`src/rtl/pipe_stage_skid.sv`:
```
// -----------------------------------------------------------------------------
// pipe_stage_skid
//   One pipeline stage with a two-entry skid buffer. It carries {PC, instr,
//   NCH payload channels}. in_ready comes from registered state only, so there
//   is no combinational path from out_ready back to in_ready. With the skid
//   empty and both sides handshaking every cycle, the stage sustains one entry
//   per cycle.
//
// Ports
//   Clk, Rst       rising-edge clock; asynchronous active-low reset
//   Flush          synchronous kill: inserts a bubble and discards any input
//   in_valid/in_ready, PC_in, instr_in, Din    upstream handshake and entry
//   out_valid/out_ready, PC, instr, Dout       downstream handshake and entry
//   stall_cnt      saturating count of cycles with out_valid=1, out_ready=0
// -----------------------------------------------------------------------------
module pipe_stage_skid #(
    parameter int unsigned DW       = 32,
    parameter int unsigned NCH      = 3,
    parameter logic [31:0] RESET_PC = 32'h0000_0000,
    parameter int unsigned CNTW     = 16
) (
    input  logic                Clk,
    input  logic                Rst,
    input  logic                Flush,
    input  logic                in_valid,
    output logic                in_ready,
    input  logic [31:0]         PC_in,
    input  logic [31:0]         instr_in,
    input  logic [NCH*DW-1:0]   Din,
    output logic                out_valid,
    input  logic                out_ready,
    output logic [31:0]         PC,
    output logic [31:0]         instr,
    output logic [NCH*DW-1:0]   Dout,
    output logic [CNTW-1:0]     stall_cnt
);

    typedef struct packed {
        logic [31:0]       pc;
        logic [31:0]       instr;
        logic [NCH*DW-1:0] data;
    } entry_t;

    entry_t main_q, skid_q, in_ent;
    logic   main_v, skid_v, rst_hold;
    logic   in_xfer, out_xfer, drain;

    assign in_ent   = '{pc: PC_in, instr: instr_in, data: Din};
    assign in_ready = ~skid_v & ~rst_hold;
    assign in_xfer  = in_valid & in_ready;
    assign out_xfer = main_v & out_ready;
    // Main can take a new entry this edge: it is either empty or being consumed.
    assign drain    = out_xfer | ~main_v;

    always_ff @(posedge Clk or negedge Rst) begin
        if (!Rst) begin
            main_q.pc    <= RESET_PC;
            main_q.instr <= '0;
            main_q.data  <= '0;
            skid_q       <= '0;
            main_v       <= 1'b0;
            skid_v       <= 1'b0;
            rst_hold     <= 1'b1;
            stall_cnt    <= '0;
        end else begin
            rst_hold <= 1'b0;

            // Counts back-pressure regardless of Flush.
            if (main_v && !out_ready && stall_cnt != {CNTW{1'b1}})
                stall_cnt <= stall_cnt + 1'b1;

            if (Flush) begin
                // Bubble: PC tracks the incoming PC when one is offered, so
                // the killed slot still carries a meaningful PC downstream.
                main_v       <= 1'b0;
                skid_v       <= 1'b0;
                main_q.instr <= '0;
                main_q.data  <= '0;
                if (in_valid)
                    main_q.pc <= PC_in;
            end else if (drain) begin
                // in_ready is low whenever skid is valid, so a skid refill
                // and a new input never compete for main.
                if (skid_v) begin
                    main_q <= skid_q;
                    main_v <= 1'b1;
                    skid_v <= 1'b0;
                end else if (in_xfer) begin
                    main_q <= in_ent;
                    main_v <= 1'b1;
                end else begin
                    main_v <= 1'b0;
                end
            end else if (in_xfer) begin
                skid_q <= in_ent;
                skid_v <= 1'b1;
            end
        end
    end

    assign out_valid = main_v;
    assign PC        = main_q.pc;
    assign instr     = main_q.instr;
    assign Dout      = main_q.data;

endmodule

```
`config.mk`:
```
export PLATFORM = sky130hd
export DESIGN_NAME = pipe_stage_skid
export DESIGN_NICKNAME = d
export VERILOG_FILES = /design/src/rtl/pipe_stage_skid.sv
export SDC_FILE = /design/constraint.sdc
export NUM_CORES = 1
export LEC_CHECK = 0
export CAP_MARGIN = 10
export CELL_PAD_IN_SITES_DETAIL_PLACEMENT = 1
export CELL_PAD_IN_SITES_GLOBAL_PLACEMENT = 2
export CORE_MARGIN = 2
export CORE_UTILIZATION = 30
export DETAILED_ROUTE_END_ITERATION = 8
export PLACE_DENSITY = 0.79
export SYNTH_ARGS = -nofsm -noshare
export SYNTH_HDL_FRONTEND = slang
export SYNTH_SLANG_ARGS = --single-unit
export TNS_END_PERCENT = 20
```
`constraint.sdc`:
```
create_clock -name Clk -period 1.95 [get_ports Clk]
set_input_delay 0.39 -clock Clk [delete_from_list [all_inputs] [get_ports Clk]]
set_output_delay 0.39 -clock Clk [all_outputs]
set_load 0.02 [all_outputs]
```
==> flow_summary_export.csv, run 1 <==
group,metric,value,unit
yosys,netlist_instances,957,
worst_hold_path,hold_path.class,"input port to asynchronous set/reset pin",
clocking,insertion_delay,0.54,ns
yosys,synth.top_cells.by_count,"338 x dfrtp_1, 128 x mux2i_1, 128 x o2bb2ai_1",
drt,postRouteAntennaNets,0,
power_and_ir_drop,power.static_leakage,0.009460,uW
global_route,grt_start_max_net_pins,62,
drt,drt_wl_cell,20.42,um
clocking,clock_transition_at_path_regs,0.06,ns
yosys,synth.most_common_cell,"dfrtp_1",
timing,report.final.slew_viol_count,0,
critical_path,critPathTopFamily,"buffers and inverters",
run_status,status,"complete, no violations",
global_route,global_route.overflow_total,0,
timing,max-slew-margin-rel,64.05,%
yosys,postSynthRegisterBits,339,
critical_path,critical_path_buf_inv_count,1,
global_route,grt_antenna_before_repair,1,
critical_path,critical_path_required,1.56,ns
power_and_ir_drop,p_comb_share,14.6,%
critical_path,r2r_setup_slack,0.19,ns
clocking,cts_inserted_buffers,40,
flow_run,cap_violations,0,
clocking,postCtsSetupBuffers,0,
timing,setup-violations-final,0,
drt,viasPerCell,4.827,
yosys,synth.yosys.warnings,0,
timing,final_min_period_over_clock_period,97.82,%
final_layout,post_route_cells_drive_above_1_share,20.22,%
timing,hold_slack,0.3867,ns
yosys,ys_top_cells_by_area,"dfrtp_1 58%, mux2i_1 8.8%, mux2_1 7.9%",
final_layout,design_area,20310,um2
final_layout,filler_cell_count,4915,
critical_path,cp_slowest_stage_delay,0.62,ns
power_and_ir_drop,power_switching_share,25.65,%
drt,drt_pass1_iterations,4,
final_layout,layout_stage_area_growth_over_the_synthesis_result,40.17,%
die,core_area,47750,um2
critical_path,path_max_fanout,2,
placed_design,cell_area_placed,19170,um2
global_route,groute.usage.overall,16.57,%
global_route,grt_pass1_vias,10904,
global_route,grt_pass1_wl,64840,um
yosys,post_synth_instance_area,14490,um2
final_layout,multiInputGateArea,5575,um2
yosys,syn_area_per_cell,15.14,um2
clocking,cts_max_path_buffers,3,
drt,drt_initial_violations,353,
final_layout,regArea,8488,um2
critical_path,critical_path.slowest_cell,"clkdlybuf4s50_1",
die,initial_core_util,30.34,%
critical_path,crit_path_cell_trace,"clkdlybuf4s50_1",
critical_path,arrival,1.52,ns
timing,clock_period_minus_worst_slack,1.908,ns
clocking,h-tree-depth,2,
placed_design,dp_hpwl,28650,um
timing,transition_time_of_the_tightest_slew_check_pin,0.5392,ns
drt,wirelength,40740,um
final_layout,final_nets,1521,
yosys,sequential_to_total_area_share_from_yosys_stat,58.56,%
placed_design,place.port_buffers,342,
clocking,clockRootBuffer,"clkbuf_16",
die,floorplan.io_pins,343,
critical_path,critical_setup_path_class,"register to output port",
clocking,cts_tree,"yes",
power_and_ir_drop,power.clock.fraction,38.8,%
die,dieWidth,223.8,um
yosys,syn-num-nets,1123,
yosys,synth_top_area_share,58.38,%
die,dieArea,50070,um2
power_and_ir_drop,seq_power_share,46.6,%
placed_design,gp_routability_congestion,0.7825,
power_and_ir_drop,p_int,13330,uW
yosys,synthDistinctLibCells,44,
power_and_ir_drop,power_switching,4597,uW
die,floorplan.rows,80,
yosys,synth-main-ff-cell,"dfrtp_1",
yosys,synthDominantAreaCellType,"dfrtp_1",
final_layout,insertedDiodeCount,0,
power_and_ir_drop,vdd_drop_max,0.0006263,V
yosys,ys_async_sr_fraction,100.0,%
power_and_ir_drop,cellPowerDensity,882.7,nW/um2
timing,finalHoldViolCount,0,
clocking,clkSinkCount,339,
critical_path,critPathCaptureType,"output port",
timing,finClkSkew,0.008569,ns
timing,max_clock_freq,524.2,MHz
die,die_y,223.8,um
yosys,number_of_enable_flip_flop_cells_after_synthesis,0,
drt,drcViolationCount,0,
drt,via_count,9630,
critical_path,setup.worst_path.start_class,"register",
## metal layers
| metal | track usage (%) | wire length (um) |
|---|---|---|
| met1 | 20.97 | 17560 |
| met2 | 28.64 | 20310 |
| met3 | 3.699 | 2136 |
| met4 | 4.258 | 707 |
| met5 | 0 | 18 |
## power by group through the flow
stage	logic [uW]	registers [uW]	clock network [uW]
6_report	2610	8360	6950
5_1_grt	2840	8470	7470
4_1_cts	2680	8370	7210
3_5_place_dp	2790	8490	0
3_3_place_gp	2690	8430	0
2_1_floorplan	968	8690	0
## state kept, by name, indices dropped and copies added (netlist names)
| signal | flops |
|---|---|
| skid_q | 160 |
| Dout | 96 |
| PC | 32 |
| instr | 32 |
| stall_cnt | 16 |
| out_valid | 1 |
| rst_hold | 1 |
| skid_v | 1 |
## cell type report
type                            instances  share of cell area (%)
Sequential cell                       339                   41.80
Timing Repair Buffer                  424                   21.02
Inverter                                3                 0.05545
Tap cell                              615                   3.789
Clock buffer                           62                   5.736
Clock inverter                          5                  0.1479
Multi-Input combinational cell        547                   27.46
## through the flow
| step | setup TNS [ns] | setup WS (ns) | instances | power (uW) | utilization (%) |
|---|---|---|---|---|---|
| 6_report | 0 | 0.04249 | 1995 | 17930 | 42.53 |
| 5_1_grt | -0.00008782 | -0.00008782 | 1995 | 18780 | 42.53 |
| 4_1_cts | -0.02761 | -0.02761 | 1995 | 18260 | 42.41 |
| 3_5_place_dp | -47.13 | -0.2198 | 1927 | 11270 | 40.16 |
| 3_3_place_gp | -42.97 | -0.1969 | 1927 | 11130 | 40.16 |
| 2_1_floorplan | 0 | 0.1868 | 957 | 9655 | - |
## worst paths after layout
path,cells after the start,start,endpoint
max,1,Dout[2]$_DFFE_PN0P_,Dout[2]
min,2,Rst,skid_q[105]$_DFFE_PN0P_
max reg2reg,6,rst_hold$_DFF_PN1_,instr[6]$_DFFE_PN0P_
min reg2reg,1,Dout[67]$_DFFE_PN0P_,Dout[67]$_DFFE_PN0P_
max in group asynchronous,3,Rst,Dout[27]$_DFFE_PN0P_
min in group Clk,2,Din[80],skid_q[80]$_DFFE_PN0P_
## cells by family after synthesis
| group | synth area share (%) |
|---|---|
| muxes | 27.11 |
| DFF | 58.56 |
| AOI/OAI and AO/OA | 8.213 |
| buffers and inverters | 3.178 |
| and+or+nand+nor | 2.099 |
| xor gates and xnor gates | 0.7254 |
| adders and majority gates | 0.08635 |
| other | 0.02588 |
## cells in the final DEF (no fill, tap or decap), drive strengths merged, types with 3 or more instances in the layout
cell             n
nor2b            4
buf             83
xor2             8
nand4            6
clkinv           3
mux2i          128
dfrtp          338
mux2           225
clkdlybuf4s50  209
dlymetal6s2s    24
nand3            3
nor2             6
o21ai            5
inv              3
clkbuf          62
dlygate4sd2    107
xnor2            4
nor3             7
o2bb2ai        128
nand2            3
a21oi            3
## repair_timing
action,4_1_cts,5_1_grt
gates resized for setup,110,26
hold endpoints to repair,35,0
cloned,0,0
endpoints found under the setup margin,108,28
hold buffers,1,0
Note: power is estimated with default switching activity, not from simulation.
==> inputs of run 2 (changes only) <==
--- a/config.mk
+++ b/config.mk
@@ -12,6 +12,7 @@
 export CORE_UTILIZATION = 30
 export DETAILED_ROUTE_END_ITERATION = 8
 export PLACE_DENSITY = 0.79
+export SKIP_CTS_REPAIR_TIMING = 1
 export SYNTH_ARGS = -nofsm -noshare
 export SYNTH_HDL_FRONTEND = slang
 export SYNTH_SLANG_ARGS = --single-unit
==> run 2 against run 1 <==
Global-route usage is essentially flat. Cell count is the same. Utilization grew 0.84 points. Non-clock buffer count is the same. Count of clock-buffer cells in the layout is the same. Die area is the same. Flip-flop and latch count is the same. Register-to-register slack is essentially flat. Worst hold slack lost 0.0050 ns.
==> flow_summary_export.csv, run 2 (synthesis gave the netlist of run 1 again) <==
group,metric,value,unit
final_layout,post_route_cells_drive_above_1_share,20.14,%
die,dieWidth,223.8,um
clocking,clock_transition_at_path_regs,0.06,ns
critical_path,arrival,1.52,ns
worst_hold_path,hold_path.class,"input port to asynchronous set/reset pin",
power_and_ir_drop,vdd_drop_max,0.0006283,V
drt,drt_pass1_iterations,4,
critical_path,critPathCaptureType,"output port",
critical_path,path_max_fanout,2,
power_and_ir_drop,power.clock.fraction,38.6,%
power_and_ir_drop,power_switching,4590,uW
final_layout,design_area,20710,um2
final_layout,registers.top_by_ff_count,"skid_q",
die,dieArea,50070,um2
drt,drt_wl_cell,20.46,um
final_layout,insertedDiodeCount,0,
critical_path,critical_path_buf_inv_count,1,
placed_design,gp_routability_congestion,0.7825,
drt,via_count,9615,
clocking,insertion_delay,0.54,ns
clocking,clkSinkCount,339,
clocking,cts_max_path_buffers,3,
placed_design,dpl_worst_slack,-0.2198,ns
global_route,grt_start_max_net_pins,62,
placed_design,place.port_buffers,342,
timing,report.final.slew_viol_count,0,
global_route,grt_pass1_vias,10907,
die,initial_core_util,30.34,%
drt,drt_initial_violations,369,
die,floorplan.io_pins,343,
clocking,cts_tree,"yes",
placed_design,cell_area_placed,19170,um2
global_route,grt_antenna_before_repair,1,
final_layout,layout_stage_area_growth_over_the_synthesis_result,42.94,%
final_layout,filler_cell_count,4852,
final_layout,final_cell_mix,"337 x dfrtp_1, 212 x clkdlybuf4s50_1, 129 x dlymetal6s2s_1, 128 x mux2i_1, 128 x o2bb2ai_1",
timing,finalHoldViolCount,0,
critical_path,critPathTopFamily,"buffers and inverters",
global_route,groute.usage.overall,16.53,%
drt,wirelength,40810,um
timing,clock_period_minus_worst_slack,1.911,ns
drt,viasPerCell,4.820,
die,floorplan.rows,80,
global_route,grt_pass1_wl,64730,um
final_layout,max_reg_flops,160,
critical_path,crit_path_cell_trace,"clkdlybuf4s50_1",
critical_path,critical_path.slowest_cell,"clkdlybuf4s50_1",
drt,postRouteAntennaNets,0,
final_layout,final_nets,1521,
timing,finClkSkew,0.008903,ns
run_status,status,"complete, no violations",
power_and_ir_drop,cellPowerDensity,869.6,nW/um2
critical_path,cp_slowest_stage_delay,0.62,ns
power_and_ir_drop,power.static_leakage,0.01071,uW
power_and_ir_drop,p_comb_share,15.0,%
final_layout,layout.cells.most_common,"dfrtp_1",
power_and_ir_drop,seq_power_share,46.4,%
timing,fin_ws,0.03914,ns
critical_path,critical_path_required,1.56,ns
power_and_ir_drop,total_power,18010,uW
placed_design,dp_hpwl,28650,um
drt,drcViolationCount,0,
critical_path,r2r_setup_slack,0.20,ns
critical_path,setup.worst_path.start_class,"register",
timing,hold_slack,0.3817,ns
die,die_y,223.8,um
power_and_ir_drop,p_int,13420,uW
die,core_area,47750,um2
critical_path,critical_setup_path_class,"register to output port",
flow_run,cap_violations,0,
global_route,global_route.overflow_total,0,
clocking,clockRootBuffer,"clkbuf_16",
timing,transition_time_of_the_tightest_slew_check_pin,0.5654,ns
timing,max_clock_freq,523.3,MHz
power_and_ir_drop,power_switching_share,25.49,%
timing,max-slew-margin-rel,62.31,%
timing,final_min_period_over_clock_period,97.99,%
clocking,h-tree-depth,2,
timing,setup-violations-final,0,
clocking,cts_inserted_buffers,40,
==> run 2: final cells by class <==
class                      count  area [um2]  area share [%]
tap                          615       769.5           3.716
inverter                       3       11.26         0.05438
timing repair buffer         424        4669           22.55
sequential                   339        8488           40.99
multi-input combinational    547        5575           26.92
clock buffer                  62        1165           5.625
clock inverter                 5       30.03          0.1450
==> run 2: power groups by stage <==
stage          clock network [uW]  logic (uW)  registers (uW)
2_1_floorplan                   0         968            8690
3_3_place_gp                    0        2690            8430
3_5_place_dp                    0        2790            8490
4_1_cts                      7210        2800            8380
5_1_grt                      7470        2930            8470
6_report                     6940        2710            8360
==> run 2: path summary, 6_finish.rpt <==
path,depth (start not counted),endpoint,start
worst min-delay path,2,skid_q[105]$_DFFE_PN0P_,Rst
worst max-delay path,1,Dout[16],Dout[16]$_DFFE_PN0P_
worst min register to register,1,Dout[67]$_DFFE_PN0P_,Dout[67]$_DFFE_PN0P_
max in group asynchronous,3,Dout[27]$_DFFE_PN0P_,Rst
min in group Clk,2,skid_q[80]$_DFFE_PN0P_,Din[80]
worst max register to register,6,instr[6]$_DFFE_PN0P_,rst_hold$_DFF_PN1_
==> run 2: worst reg2reg max path: stages (launching register included) <==
cell	delay [ns]
dfstp_2	0.55
nor2b_1	0.06
o21ai_2	0.19
buf_4	0.16
and2_4	0.27
buf_4	0.26
o2bb2ai_1	0.16
==> run 2: metrics by stage <==
| step | utilization, % | setup TNS [ns] | cells |
|---|---|---|---|
| after floorplan | - | 0 | 957 |
| after global placement | 40.16 | -42.97 | 1927 |
| after detailed placement | 40.16 | -47.13 | 1927 |
| after CTS | 42.66 | -3.811 | 1994 |
| after global routing | 43.37 | -0.01117 | 1995 |
| final | 43.37 | 0 | 1995 |
==> run 2: per-layer routing <==
metal,vias up,wire [um],track usage (%)
met5,-,18,0
met1,4990,17530,20.95
li1,4344,-,-
met2,225,20370,28.55
met3,54,2194,3.699
met4,2,706,4.258
==> inputs of run 3 (changes only) <==
--- a/config.mk
+++ b/config.mk
@@ -12,6 +12,7 @@
 export CORE_UTILIZATION = 30
 export DETAILED_ROUTE_END_ITERATION = 8
 export PLACE_DENSITY = 0.79
+export REMOVE_ABC_BUFFERS = 1
 export SKIP_CTS_REPAIR_TIMING = 1
 export SYNTH_ARGS = -nofsm -noshare
 export SYNTH_HDL_FRONTEND = slang
==> run 3 against run 2 <==
Count of clock-buffer cells in the layout down 2. Sequential share of layout area down 0.18 points. Die area unchanged. First-iteration DRC count up 3.3%. Clock skew up 0.0042 ns.
==> flow_summary_export.csv, run 3 (synthesis gave the netlist of run 1 again) <==
group,metric,value,unit
drt,viasPerCell,4.824,
clocking,cts_max_path_buffers,3,
clocking,clockRootBuffer,"clkbuf_16",
critical_path,critical_path.slowest_cell,"clkdlybuf4s50_1",
placed_design,gp_routability_congestion,0.7591,
global_route,met2_track_demand_over_resource,25.60,%
critical_path,arrival,1.51,ns
drt,drcViolationCount,0,
clocking,clkSinkCount,339,
timing,clock_period_minus_worst_slack,1.901,ns
timing,final_min_period_over_clock_period,97.51,%
drt,drt_initial_violations,381,
placed_design,place.port_buffers,342,
global_route,grt_antenna_before_repair,6,
global_route,grt_use_met1,20.23,%
clocking,cts_inserted_buffers,40,
critical_path,crit_path_cell_trace,"clkdlybuf4s50_1",
final_layout,registers.top_by_ff_count,"skid_q",
critical_path,critPathCaptureType,"output port",
clocking,clock_transition_at_path_regs,0.06,ns
timing,hold_slack,0.3253,ns
timing,max-slew-margin-rel,42.16,%
critical_path,critPathTopFamily,"buffers and inverters",
clocking,cts_tree,"yes",
final_layout,max_reg_flops,160,
worst_hold_path,hold_path.class,"input port to asynchronous set/reset pin",
global_route,busiest_layer,"met2",
global_route,grtUsageMet3,6.335,%
drt,drt_wl_cell,20.23,um
global_route,grt_pass1_vias,10680,
die,floorplan.io_pins,343,
drt,wirelength,40200,um
final_layout,final_cell_mix,"337 x dfrtp_1, 187 x clkdlybuf4s50_1, 153 x dlymetal6s2s_1, 128 x mux2i_1, 128 x o2bb2ai_1",
critical_path,path_max_fanout,2,
global_route,grt_start_max_net_pins,85,
timing,max_clock_freq,525.9,MHz
die,die_y,223.8,um
critical_path,crit-reg2reg-launch,"rst_hold$_DFF_PN1_",
critical_path,critical_path_buf_inv_count,1,
final_layout,post_route_cells_drive_above_1_share,20.06,%
global_route,grt_pass1_wl,62590,um
critical_path,worstSetupStartpoint,"Dout[71]$_DFFE_PN0P_",
critical_path,cp_slowest_stage_delay,0.61,ns
run_status,status,"complete, no violations",
power_and_ir_drop,cellPowerDensity,889.3,nW/um2
die,floorplan.rows,80,
drt,via_count,9585,
final_layout,filler_cell_count,4785,
timing,finClkSkew,0.01310,ns
power_and_ir_drop,power.static_leakage,0.01112,uW
placed_design,dp_hpwl,27620,um
timing,fin_ws,0.04852,ns
timing,finalHoldViolCount,0,
global_route,global_route.overflow_total,0,
timing,transition_time_of_the_tightest_slew_check_pin,0.8676,ns
critical_path,critical_setup_path_class,"register to output port",
flow_run,cap_violations,0,
timing,rsz0062_at_grt,"no",
clocking,h-tree-depth,2,
power_and_ir_drop,vdd_drop_max,0.0005698,V
clocking,insertion_delay,0.55,ns
die,initial_core_util,30.34,%
final_layout,layout_stage_area_growth_over_the_synthesis_result,43.58,%
die,dieWidth,223.8,um
final_layout,final_nets,1508,
critical_path,critical_path_required,1.56,ns
drt,drt_pass1_iterations,4,
placed_design,dpl_worst_slack,-0.2431,ns
global_route,groute.usage.overall,16.03,%
die,dieArea,50070,um2
drt,postRouteAntennaNets,0,
timing,report.final.slew_viol_count,0,
final_layout,layout.cells.most_common,"dfrtp_1",
timing,setup-violations-final,0,
critical_path,setup.worst_path.start_class,"register",
die,core_area,47750,um2
run 3: cell count changes in the layout (fill, tap and decap cells not counted), sizes merged:
cell,change
dlymetal6s2s,+24
clkinvlp,+1
clkinv,+2
bufinv,+2
clkbuf,-1
inv,+1
clkdlybuf4s50,-25
diode,+1
buf,-13
run 3: layer usage:
layer  share of wire [%]  vias to the layer above  wire (um)
li1                    -                     4317          -
met1                  43                     4936      17440
met2                  46                      270      18560
met3                 8.7                       54       3506
met4                 1.6                        8        643
met5                0.13                        -         53
run 3: worst paths after layout:
kind / to / slack [ns] / depth (start not counted)
setup / recovery: Dout[71] / 0.05 / 1
hold reg to reg: Dout[2]$_DFFE_PN0P_ / 0.48 / 1
setup reg to reg: instr[1]$_DFFE_PN0P_ / 0.16 / 6
max in group asynchronous: Dout[1]$_DFFE_PN0P_ / 0.90 / 3
hold / removal: skid_q[135]$_DFFE_PN0P_ / 0.33 / 2
min in group Clk: skid_q[122]$_DFFE_PN0P_ / 0.46 / 2
run 3: through the flow:
step / utilization, % / std cells / setup TNS (ns) / area [um2] / total power, uW
floorplan: - / 889 / -1712.77 / 14040 / 9634
global placement: 39.98 / 1914 / -34.90 / 19090 / 11100
detailed placement: 39.98 / 1914 / -49.49 / 19090 / 11230
CTS: 42.75 / 1985 / -5.095 / 20410 / 18920
global route: 43.56 / 1986 / 0 / 20800 / 19400
finish: 43.57 / 1987 / 0 / 20800 / 18500
run 3: report_power, final:
part / switching [uW] / leakage [uW] / internal, uW
clock: 2960 / 0.000641 / 4510
sequential: 473 / 0.00447 / 7870
combinational: 1230 / 0.00601 / 1460
total: 4670 / 0.0111 / 13800
run 3: final cells by class:
type / count / area, um2 / area share, %
diodes: 1 / 2.502 / 0.01203
clock buffers: 60 / 1197 / 5.756
clock inverters: 11 / 123.9 / 0.5955
inverters: 3 / 11.26 / 0.05414
multi-input cells: 547 / 5569 / 26.77
flip-flops and latches: 339 / 8488 / 40.81
well taps: 615 / 769.5 / 3.699
repair buffers: 411 / 4639 / 22.30
